`config.mk`:
```
export PLATFORM = sky130hd
export DESIGN_NAME = fanout_fork
export DESIGN_NICKNAME = d
export VERILOG_FILES = /design/src/rtl/fanout_fork_pkg.sv /design/src/rtl/fanout_ack_tracker.sv /design/src/rtl/fanout_fork.sv
export SDC_FILE = /design/constraint.sdc
export NUM_CORES = 1
export LEC_CHECK = 0
export BUFFER_PORTS_ARGS = -buffer_cell sky130_fd_sc_hd__buf_2
export CORE_MARGIN = 2
export CORE_UTILIZATION = 37
export CTS_CLUSTER_SIZE = 10
export DETAILED_ROUTE_END_ITERATION = 8
export PLACE_DENSITY = 0.87
export SYNTH_ARGS = -nofsm -noshare
export SYNTH_HDL_FRONTEND = slang
export SYNTH_SLANG_ARGS = --single-unit
```
`constraint.sdc`:
```
create_clock -name clk -period 5.77 [get_ports clk]
set_clock_uncertainty 0.1 [all_clocks]
set_input_delay 1.154 -clock clk [delete_from_list [all_inputs] [get_ports clk]]
set_output_delay 1.154 -clock clk [all_outputs]
set_load 0.01 [all_outputs]
```
`src/rtl/fanout_fork_pkg.sv`:
```
// Shared types and limits for the one-to-N stream fork.
// The mode enum names how cfg_eager is interpreted by the tracker and top.
package fanout_pkg;

  typedef enum logic {
    FANOUT_LOCKSTEP = 1'b0,
    FANOUT_EAGER    = 1'b1
  } fanout_mode_e;

  localparam int FANOUT_MAX_OUT   = 32;
  localparam int FANOUT_CNT_WIDTH = 32;

endpackage

```
`src/rtl/fanout_ack_tracker.sv`:
```
// Per-destination delivered register for eager fork mode; zero-latency handshake terms.
// Upstream ready drops while any pending destination is not ready; flush forces both directions idle.
module fanout_ack_tracker
  import fanout_pkg::*;
#(
  parameter int N_OUT = 7
) (
  input  logic             clk,
  input  logic             rst_n,
  input  logic             flush,
  input  logic [N_OUT-1:0] cfg_dest_mask,
  input  logic             cfg_eager,
  input  logic             in_valid,
  input  logic [N_OUT-1:0] out_ready,
  output logic [N_OUT-1:0] eager_valid,
  output logic             eager_ready,
  output logic             busy
);

  logic [N_OUT-1:0] d_q;
  logic [N_OUT-1:0] d_d;
  logic [N_OUT-1:0] pending;
  logic             xfer;
  fanout_mode_e     mode;

  assign mode    = fanout_mode_e'(cfg_eager);
  // Only pending bits matter, so stale D bits of unmasked channels are harmless.
  assign pending = cfg_dest_mask & ~d_q;

  assign eager_valid = flush ? '0 : ({N_OUT{in_valid}} & pending);
  assign eager_ready = ~flush & (&(~pending | out_ready));
  assign xfer        = in_valid & eager_ready;
  assign busy        = |d_q;

  always_comb begin
    d_d = d_q;
    if (flush) begin
      d_d = '0;
    end else if (mode != FANOUT_EAGER || xfer) begin
      d_d = '0;
    end else begin
      d_d = d_q | (eager_valid & out_ready);
    end
  end

  always_ff @(posedge clk or negedge rst_n) begin
    if (!rst_n) begin
      d_q <= '0;
    end else begin
      d_q <= d_d;
    end
  end

endmodule

```
`src/rtl/fanout_fork.sv`:
```
// One-to-N stream fork with destination mask, lockstep/eager modes, optional FANOUT_PERF_CNT_EN counters.
// Zero latency; lockstep holds upstream until all destinations are ready, eager lets each accept once per token.
module fanout_fork
  import fanout_pkg::*;
#(
  parameter int N_OUT      = 7,
  parameter int DATA_WIDTH = 17,
  parameter int CNT_WIDTH  = FANOUT_CNT_WIDTH
) (
  input  logic                        clk,
  input  logic                        rst_n,
  input  logic                        flush,
  input  logic [N_OUT-1:0]            cfg_dest_mask,
  input  logic                        cfg_eager,
  input  logic [DATA_WIDTH-1:0]       in_data,
  input  logic                        in_valid,
  output logic                        in_ready,
  output logic [N_OUT*DATA_WIDTH-1:0] out_data,
  output logic [N_OUT-1:0]            out_valid,
  input  logic [N_OUT-1:0]            out_ready,
`ifdef FANOUT_PERF_CNT_EN
  output logic [CNT_WIDTH-1:0]        stall_cnt,
  output logic [CNT_WIDTH-1:0]        token_cnt,
`endif
  output logic                        busy
);

  if (N_OUT < 1 || N_OUT > FANOUT_MAX_OUT || CNT_WIDTH < 1) begin : g_cfg_err
    $error("fanout_fork: unsupported N_OUT or CNT_WIDTH");
  end

  logic [N_OUT-1:0] eager_valid;
  logic             eager_ready;
  logic             all_rdy;
  logic [N_OUT-1:0] lock_valid;
  logic             lock_ready;
  fanout_mode_e     mode;

  assign mode = fanout_mode_e'(cfg_eager);

  for (genvar i = 0; i < N_OUT; i++) begin : g_bcast
    assign out_data[i*DATA_WIDTH +: DATA_WIDTH] = in_data;
  end

  fanout_ack_tracker #(
    .N_OUT(N_OUT)
  ) u_trk (
    .clk          (clk),
    .rst_n        (rst_n),
    .flush        (flush),
    .cfg_dest_mask(cfg_dest_mask),
    .cfg_eager    (cfg_eager),
    .in_valid     (in_valid),
    .out_ready    (out_ready),
    .eager_valid  (eager_valid),
    .eager_ready  (eager_ready),
    .busy         (busy)
  );

  // Lockstep mode has a combinational out_ready -> out_valid/in_ready path by design.
  assign all_rdy    = &(~cfg_dest_mask | out_ready);
  assign lock_valid = flush ? '0 : ({N_OUT{in_valid & all_rdy}} & cfg_dest_mask);
  assign lock_ready = ~flush & all_rdy;

  always_comb begin
    out_valid = lock_valid;
    in_ready  = lock_ready;
    if (mode == FANOUT_EAGER) begin
      out_valid = eager_valid;
      in_ready  = eager_ready;
    end
  end

`ifdef FANOUT_PERF_CNT_EN
  logic [CNT_WIDTH-1:0] stall_q, stall_d;
  logic [CNT_WIDTH-1:0] token_q, token_d;

  always_comb begin
    stall_d = stall_q;
    token_d = token_q;
    if (flush) begin
      stall_d = '0;
      token_d = '0;
    end else begin
      if (in_valid && !in_ready && stall_q != '1) stall_d = stall_q + 1'b1;
      if (in_valid && in_ready && token_q != '1) token_d = token_q + 1'b1;
    end
  end

  always_ff @(posedge clk or negedge rst_n) begin
    if (!rst_n) begin
      stall_q <= '0;
      token_q <= '0;
    end else begin
      stall_q <= stall_d;
      token_q <= token_d;
    end
  end

  assign stall_cnt = stall_q;
  assign token_cnt = token_q;
`endif

endmodule
```
== Yosys cells after proc, flatten, opt, wreduce, memory -nomap -nowiden ==
Index checks and enable logic that the tools add are counted.

* Mux-type cells: 6
* Bitwise operators: 16
* Reductions and logical operators: 4

{| class="wikitable"
|+ Operators by type and width
! kind !! number
|-
| 7-bit 2-to-1 mux || 5
|-
| 7-bit bitwise AND || 4
|-
| 7-bit NOT || 3
|-
| 7-bit OR || 3
|-
| 7-bit AND reduction || 2
|-
| 7-bit OR reduction || 1
|-
| 1-bit bitwise AND || 4
|-
| 1-bit NOT || 2
|-
| 1-bit logical OR || 1
|-
| 1-bit 2-to-1 mux || 1
|}

* Register bits after elaboration: 7
* Input bits: 36
* Word-level logic and storage cells: 27

== Longest topological paths before layout ==
Gate-level depths: netlist (run 1).

* Word-level depth: 10
* Gate-level depth with buffers: 6
* Gate-level depth less buffers: 4

== Modules after synthesis ==
From an unflattened synthesis (run 1), not the netlist that was laid out.

* Cells, all modules: 207
* Area total of the unflattened synthesis: 1610.3 µm²

{| class="wikitable"
|+ Modules (own cells, without submodules)
! module !! instances !! cells each !! area an instance (µm²) !! seq. area each (µm²)
|-
| fanout_fork || 1 || 153 || 1134.8 || 0.0
|-
| fanout_ack_tracker || 1 || 54 || 475.5 || 175.2
|}

== Worst setup path after synthesis (run 1) ==
OpenSTA, ideal clock, no wires.

* Kind: input -> output
* Start point: input port cfg_dest_mask[2]
* End point: output port in_ready
* Arrival: 2.290 ns
* Data required time: 4.516 ns
* Slack: 2.226 ns
* Stages on the path: 4
* Cell sequence: nor3b_1 -> or4_4 -> a2111oi_2 -> o21a_1

* Word-level cells in the longest chain between the ends: 6
* Elaborated cells on any way between the ends: 10
* Those cells by class: 1 x mux; 7 x bitwise; 2 x reduce/logical

{| class="wikitable"
|+ Ends and longest elaborated chain
! element !! line !! source
|-
| from (decl) || fanout_fork.sv:13 || <nowiki>input logic [N_OUT-1:0] cfg_dest_mask,</nowiki>
|-
| 7-bit bitwise AND || fanout_ack_tracker.sv:28 || <nowiki>assign pending = cfg_dest_mask & ~d_q;</nowiki>
|-
| 7-bit NOT || fanout_ack_tracker.sv:31 || <nowiki>assign eager_ready = ~flush & (&(~pending | out_ready));</nowiki>
|-
| 7-bit OR || fanout_ack_tracker.sv:31 ||
|-
| 7-bit AND reduction || fanout_ack_tracker.sv:31 ||
|-
| 1-bit bitwise AND || fanout_ack_tracker.sv:31 ||
|-
| 1-bit 2-to-1 mux * || fanout_fork.sv:68 || <nowiki>if (mode == FANOUT_EAGER) begin</nowiki>
|-
| to (decl) || fanout_fork.sv:17 || <nowiki>output logic in_ready,</nowiki>
|}

Every way passes the cells marked *; elsewhere a longest branch is shown, timed or not.

== Worst setup path after layout (run 1) ==
Same ends and word-level chain as after synthesis.

==> summary.md, run 1 <==
| Metric | Value |
|---|---|
| Post-synth net total | 219 |
| FP Rows | 22 |
| Die footprint | 0.00443 mm^2 |
| Min Tclk post-route | around 3.8 ns |
| Post-synth design cell area | 0.00145 mm^2 |
| Slew Limit Fails | 0 |
| Setup-failing EPs final | 0 |
| Synth warn | 0 |
| WHS | 0.450 ns |
| CP Buf/Inv Count | 2 |
| Dpl cells | about 140 |
| CTS resizes | 0 |
| Net Sw Frac | 26.5% |
| Relative slew slack | 49.0% |
| Cts hold-fix bufs | 0 |
| Gate power share | 22.5% |
| Top Registers | u_trk.d_q (7) |
| Seq/Total Area, Yosys | 12.1% |
| Worst EP arrival | roughly 2.6 ns |
| Initial drt markers | 13 |
| Max reg flops | 7 |
| Post-synth top cells | 119 x buf_4, 13 x nor2_1, 7 x dfrtp_1, 7 x o211a_1 |
| Non-filler cells in the finished layout | 141 |
| CTS sink cnt | 7 |
| Most common cell in the netlist | buf_4 |
| Fin util | about a fifth |
| Worst-margin pin slew | 0.759 ns |
| CP Cell Sequence | buf_2 > nor3b_1 > or4_4 > a2111oi_2 > o21a_1 > buf_2 |
| RSZ-0062 raised after global routing | false |
| Fill cell count | 415 |
| Placer Congestion | 0.816 |
| Initial Utilization | 39.0% |
| Number of remaining DRC errors | 0 |
| Chip width | 66.6 um |
| Min-Delay Endpoint | u_trk.d_q[3] |
| Main synth FF type | dfrtp_1 |
| Multi-input logic area | about 350 um^2 |
| Worst stage delay on the critical path | 0.56 ns |
| Switching power total | 40.8 uW |
| GRT Util Overall | between 10 and 15% |
| Flop-to-flop setup slack | ~3.9 ns |
| Worst setup EP type | output port |
| First-pass GRT wire length | 3370 um |
| Reg-to-reg endpoint | u_trk.d_q[6] |
| Worst Reg-to-Reg Cells | 4 |
| Sequential share of power | 33.5% |
| Vias in the first global route | roughly 650 |
| Largest net degree at the start of global routing | 9 |
| Yosys top cell area share | 61.7% |
| Cell repeated most along the worst path | buf_2 |
| DP HPWL | 1730 um |
| MaxCap Viol Count | 0 |
| Post-DR wirelength/cell | 15.5 um |
| Latest clock arrival within the worst-skew pair | 0.22 ns |
| Reg-to-Reg Start | u_trk.d_q[2] |
| Pwr dens | between 150 and 200 mW/mm^2 |
| Hold_sp | u_trk.d_q[3] |
| Top-Level Pins | 164 |
| Clk pwr share | 44.0% |
| Crit path launch | cfg_dest_mask[2] |
| Register area | approximately 180 um^2 |
| Biggest register | u_trk.d_q |
| H-Tree Depth | 1 |
| Async SR Flop Fraction | 100% |
| Pwr Total | between 150 and 200 uW |
| Status | finished, final reports clean |
| Cell variety after synth | 25 |
| Number of port buffers | 27 |
| Nets | 130 |
| DRT Wirelength | about 2200 um |
| Core Box Area | 0.00372 mm^2 |
| Final worst-path cycle share | 66.4% |
| F_max | 261 MHz |
| Setup TNS | 0 ns |
| Synth top area cells | buf_4 62%, dfrtp_1 12%, o211a_1 4.8% |
| Worst Path Required | 4.52 ns |
| Clock slew at reported path FFs | 0.04 ns |
| Leak pwr | around 0.00045 uW |
| Area Overhead vs Synth | -45.7% |
| Root Driver | clkbuf_8 |
| Yosys top cell by area | buf_4 |
| Peak VDD IR | 0.000142 V |
| Ant. Diodes | 0 |
| Yosys reg bits | 7 |
| Initial antenna violation count | 1 |
| Cells after synthesis | roughly 180 |
| Number of synthesized flops with an enable pin | 0 |
| Slowest-stage cell, CP | or4_4 |
| Die height | 66.6 um |
| CTS Buffer Depth | 2 |
| Largest fanout on the critical path | 4 |
| Setup Fix Bufs, Post-CTS | 0 |
| Ratio of cells with drive above 1 in the final layout | 37.6% |
| Critical path type | input pin to output port |
| Crit start category | input pin |
| CTS tree | yes |
| Pint | 113 uW |
| Inserted Clock Buffers | 3 |
| Post-route ant nets | 0 |
| Final hold violations | 0 |
| GR Overflow Total | 0 |
| Hold Path Class | register to register |
| Vias per inst | 4.71 |
| Delay-heaviest family, CP | simple AND/OR/NAND/NOR gates |
| Via count | approximately 660 |
| Hold path cells | 2 |
| Synthesized area per cell | 7.91 um^2 |
| Drt first pass iters | 4 |
-- how the worst max path moves through the flow --
stage	end	slack (ns)	depth (start not counted)
after global placement	in_ready	1.91	6
after floorplan	in_ready	2.23	4
after CTS	in_ready	1.91	6
after detailed placement	in_ready	1.92	6
final	in_ready	1.94	6
after global routing	out_valid[0]	1.85	6
-- per-layer routing --
metal | vias to the layer above | wire, um | share of wire (%) | track usage, %
li1 | 298 | - | - | -
met1 | 260 | 655 | 30 | 10.0
met2 | 83 | 1060 | 49 | 16.0
met3 | 21 | 343 | 16 | 4.73
met4 | 2 | 104 | 4.8 | 7.65
met5 | - | 13 | 0.60 | 0
-- placed cells by master (no fill, tap or decap) --
cell type	n
buf_2	27
nor2_1	13
o211a_1	7
dfrtp_1	7
a31oi_1	6
inv_1	6
nor3b_1	4
nand2b_1	3
clkbuf_8	3
o22ai_1	2
or4_4	1
nor2b_1	1
and2b_1	1
a21bo_2	1
o311ai_4	1
nand3_1	1
a21oi_1	1
o2111ai_1	1
nor4_2	1
nor4_1	1
nor3_1	1
nand2_1	1
a2111oi_2	1
o21a_1	1
clkbuf_1	1
-- metrics by stage --
| stage | setup slack (ns) | area [um^2] |
|---|---|---|
| after CTS | 1.91 | 786 |
| after global routing | 1.85 | 786 |
| after floorplan | 2.23 | 1450 |
| final | 1.94 | 786 |
| after detailed placement | 1.92 | 741 |
| after global placement | 1.91 | 741 |
-- power groups by stage --
stage	clock network, uW	logic [uW]	registers [uW]
2_1_floorplan	0	104	51.9
3_3_place_gp	0	34.3	52.2
3_5_place_dp	0	34.6	52.2
4_1_cts	69.4	34.9	51.6
5_1_grt	73.4	38.3	51.7
6_report	67.7	34.6	51.6
-- area by class of cell --
cell class	count	area share (%)
inverter	6	2.87
sequential	7	22.3
tap	48	7.64
multi-input combinational	49	44.3
timing repair buffer	27	17.2
clock buffer	4	5.73
-- worst min-delay path: cells and delay by family (launching register included) --
| family | cells | cell delay (ns) |
|---|---|---|
| AOI/OAI and AO/OA | 1 | 0.06 |
| DFF | 1 | 0.38 |
| and+or+nand+nor | 1 | 0.08 |
-- cell families after synthesis --
| logic type | count (synthesis) | synth area share [%] |
|---|---|---|
| buffers and inverters | 127 | 63.9 |
| AND/OR/NAND/NOR | 28 | 10.7 |
| AO/OA/AOI/OAI | 21 | 13.3 |
| flip-flops | 7 | 12.1 |
Power figures use the tool's default switching activity.
==> inputs of run 2 (changes only) <==
--- a/config.mk
+++ b/config.mk
@@ -7,10 +7,10 @@
 export LEC_CHECK = 0
 export BUFFER_PORTS_ARGS = -buffer_cell sky130_fd_sc_hd__buf_2
 export CORE_MARGIN = 2
-export CORE_UTILIZATION = 37
+export CORE_UTILIZATION = 31
 export CTS_CLUSTER_SIZE = 10
 export DETAILED_ROUTE_END_ITERATION = 8
-export PLACE_DENSITY = 0.87
+export PLACE_DENSITY = 0.78
 export SYNTH_ARGS = -nofsm -noshare
 export SYNTH_HDL_FRONTEND = slang
 export SYNTH_SLANG_ARGS = --single-unit
==> constraint.sdc (replaced) <==
create_clock -name clk -period 3.15 [get_ports clk]
set_clock_uncertainty 0.1 [all_clocks]
set_input_delay 0.63 -clock clk [delete_from_list [all_inputs] [get_ports clk]]
set_output_delay 0.63 -clock clk [all_outputs]
set_load 0.01 [all_outputs]
==> run 2 against run 1 <==
  * Clock-buffer cell count fell by 1
  * Global-route usage is 1.9 points lower
  * Power grew 88%
  * Design area is 2.7% higher
  * Sequential share of layout area fell by 0.59 points
  * Register-to-register slack got worse by 2.6 ns
  * Clock power increased by 92%
  * Combinational power increased by 88%
  * Routed wire length grew 2.4%
  * First-iteration DRC count is 23% higher
  * Critical path type unchanged
  * Critical endpoint unchanged
==> summary.md, run 2 (same netlist as run 1, synthesis figures left out) <==
| Metric | Value |
|---|---|
| Worst Path Required | 2.42 ns (was 4.52 ns) |
| Hold Path Class | input pin to asynchronous set/reset pin (was register to register) |
| WHS | 0.123 ns (was 0.450 ns) |
| Die footprint | 0.00523 mm^2 (was 0.00443 mm^2) |
| Clock slew at reported path FFs | 0.04 ns (about the same) |
| Status | finished, final reports clean (unchanged) |
| Met2 Use GR | 13.7% (was 16.0%) |
| Leak pwr | 0.000459 uW (was 0.000445 uW) |
| Post-DR wirelength/cell | 15.2 um (was 15.5 um) |
| Core Box Area | 0.00441 mm^2 (was 0.00372 mm^2) |
| Setup TNS | 0 ns (unchanged) |
| H-Tree Depth | 1 (unchanged) |
| Pwr dens | 359 mW/mm^2 (was 196 mW/mm^2) |
| GRT Util Overall | 8.13% (was 10.0%) |
| GR peak layer | met2 (unchanged) |
| Worst setup EP type | output port (unchanged) |
| Relative slew slack | 72.2% (was 49.0%) |
| CTS sink cnt | 7 (unchanged) |
| Worst-margin pin slew | 0.416 ns (was 0.759 ns) |
| Number of port buffers | 27 (unchanged) |
| CTS Buffer Depth | 2 (unchanged) |
| Drt first pass iters | 4 (unchanged) |
| MaxCap Viol Count | 0 (unchanged) |
| Met1 global-route usage | 7.98% (was 10.0%) |
| DRT Wirelength | 2230 um (was 2180 um) |
| Inserted Clock Buffers | 3 (unchanged) |
| Biggest register | u_trk.d_q (unchanged) |
| Final worst-path cycle share | 87.3% |
| DP Area | 761 um^2 (was 741 um^2) |
| Setup-failing EPs final | 0 (unchanged) |
| Most frequent cells in the layout | 27 x buf_2, 13 x nor2_1, 7 x o211a_1, 7 x dfrtp_1 (unchanged) |
| Fin util | 18.3% (was 21.1%) |
| Commonest non-fill, non-tap cell in the layout | buf_2 (unchanged) |
| First-pass GRT wire length | 3310 um (was 3370 um) |
| Cts hold-fix bufs | 0 (unchanged) |
| Post-route cell area | 807 um^2 (was 786 um^2) |
| Final hold violations | 0 (unchanged) |
| Met3 GRT Util | 3.19% (was 4.73%) |
| Setup WS pre-CTS | 0.390 ns (was 1.92 ns) |
| Slew Limit Fails | 0 (unchanged) |
| Setup slack after layout | 0.400 ns (was 1.94 ns) |
| Largest fanout on the critical path | 4 (unchanged) |
| Nets | 132 (was 130) |
| Initial antenna violation count | 0 (was 1) |
| Top-Level Pins | 164 (unchanged) |
| Crit start category | input pin (unchanged) |
| FP Rows | 24 (was 22) |
| CTS tree | yes (unchanged) |
| Max reg flops | 7 (unchanged) |
| DP HPWL | 1810 um (was 1730 um) |
| Ratio of cells with drive above 1 in the final layout | 40.0% (was 37.6%) |
| Die height | 72.3 um (was 66.6 um) |
| Initial Utilization | 32.8% (was 39.0%) |
| CTS resizes | 0 (unchanged) |
| Ant. Diodes | 0 (unchanged) |
| F_max | 364 MHz |
| Setup Fix Bufs, Post-CTS | 0 (unchanged) |
| RSZ-0062 raised after global routing | false (unchanged) |
| Latest clock arrival within the worst-skew pair | 0.23 ns (was 0.22 ns) |
| Initial drt markers | 16 (was 13) |
| GR Overflow Total | 0 (unchanged) |
| Peak VDD IR | 0.000202 V (was 0.000142 V) |
| Vias in the first global route | 676 (was 653) |
| Chip width | 72.3 um (was 66.6 um) |
| Largest net degree at the start of global routing | 9 (unchanged) |
| Worst EP arrival | 2.02 ns (was 2.58 ns) |
| Critical path type | input pin to output port (unchanged) |
| Area Overhead vs Synth | -44.3% (was -45.7%) |
| Number of remaining DRC errors | 0 (unchanged) |
| Placer Congestion | 0.853 (was 0.816) |
| Min Tclk post-route | 2.75 ns |
| Root Driver | clkbuf_8 (unchanged) |
| Via count | 686 (was 664) |
| Top Registers | u_trk.d_q (7) (unchanged) |
| Vias per inst | 4.67 (was 4.71) |
| Post-route ant nets | 0 (unchanged) |
==> run 2: final timing paths <==
| kind | slack, ns | to | from | cells past startpoint |
|---|---|---|---|---|
| setup / recovery | 0.40 | in_ready | cfg_dest_mask[2] | 6 |
| hold / removal | 0.12 | u_trk.d_q[6] | rst_n | 1 |
| setup reg to reg | 1.32 | u_trk.d_q[3] | u_trk.d_q[2] | 4 |
| hold reg to reg | 0.46 | u_trk.d_q[6] | u_trk.d_q[6] | 2 |
| max in group asynchronous | 2.67 | u_trk.d_q[4] | rst_n | 1 |
| min in group clk | 0.46 | u_trk.d_q[6] | u_trk.d_q[6] | 2 |
==> run 2: worst max-delay path, stage by stage <==
cell and delay, ns:
buf_2 0.12, nor3b_1 0.14, or4_4 0.57, a2111oi_2 0.29, o21a_1 0.15, buf_2 0.12
==> run 2: where the power goes <==
part | switching, uW | leakage (uW) | internal [uW] | total (uW)
combinational | 36.3 | 0.000336 | 28.7 | 65.0
sequential | 2.11 | 0.0000968 | 92.3 | 94.4
clock | 44.1 | 0.0000255 | 86.0 | 130
==> run 2: per-layer routing <==
metal,vias to the layer above,routed length [um],part of all wire [%]
met5,-,0,0
met4,0,76,3.4
met3,16,301,13
met2,65,1070,48
met1,305,789,35
li1,300,-,-
==> run 2: cell type report <==
class | count | area [um^2]
clock buffer | 3 | 41.3
tap | 52 | 65.1
inverter | 6 | 22.5
multi-input combinational | 49 | 348
sequential | 7 | 175
clock inverter | 1 | 5.00
timing repair buffer | 29 | 150
fill | 491 | 3610
==> run 2: stage by stage <==
| step | total power [uW] | instances |
|---|---|---|
| after detailed placement | 161 | 143 |
| after floorplan | 286 | 183 |
| after CTS | 293 | 147 |
| after global routing | 306 | 147 |
| final | 290 | 147 |
| after global placement | 160 | 143 |
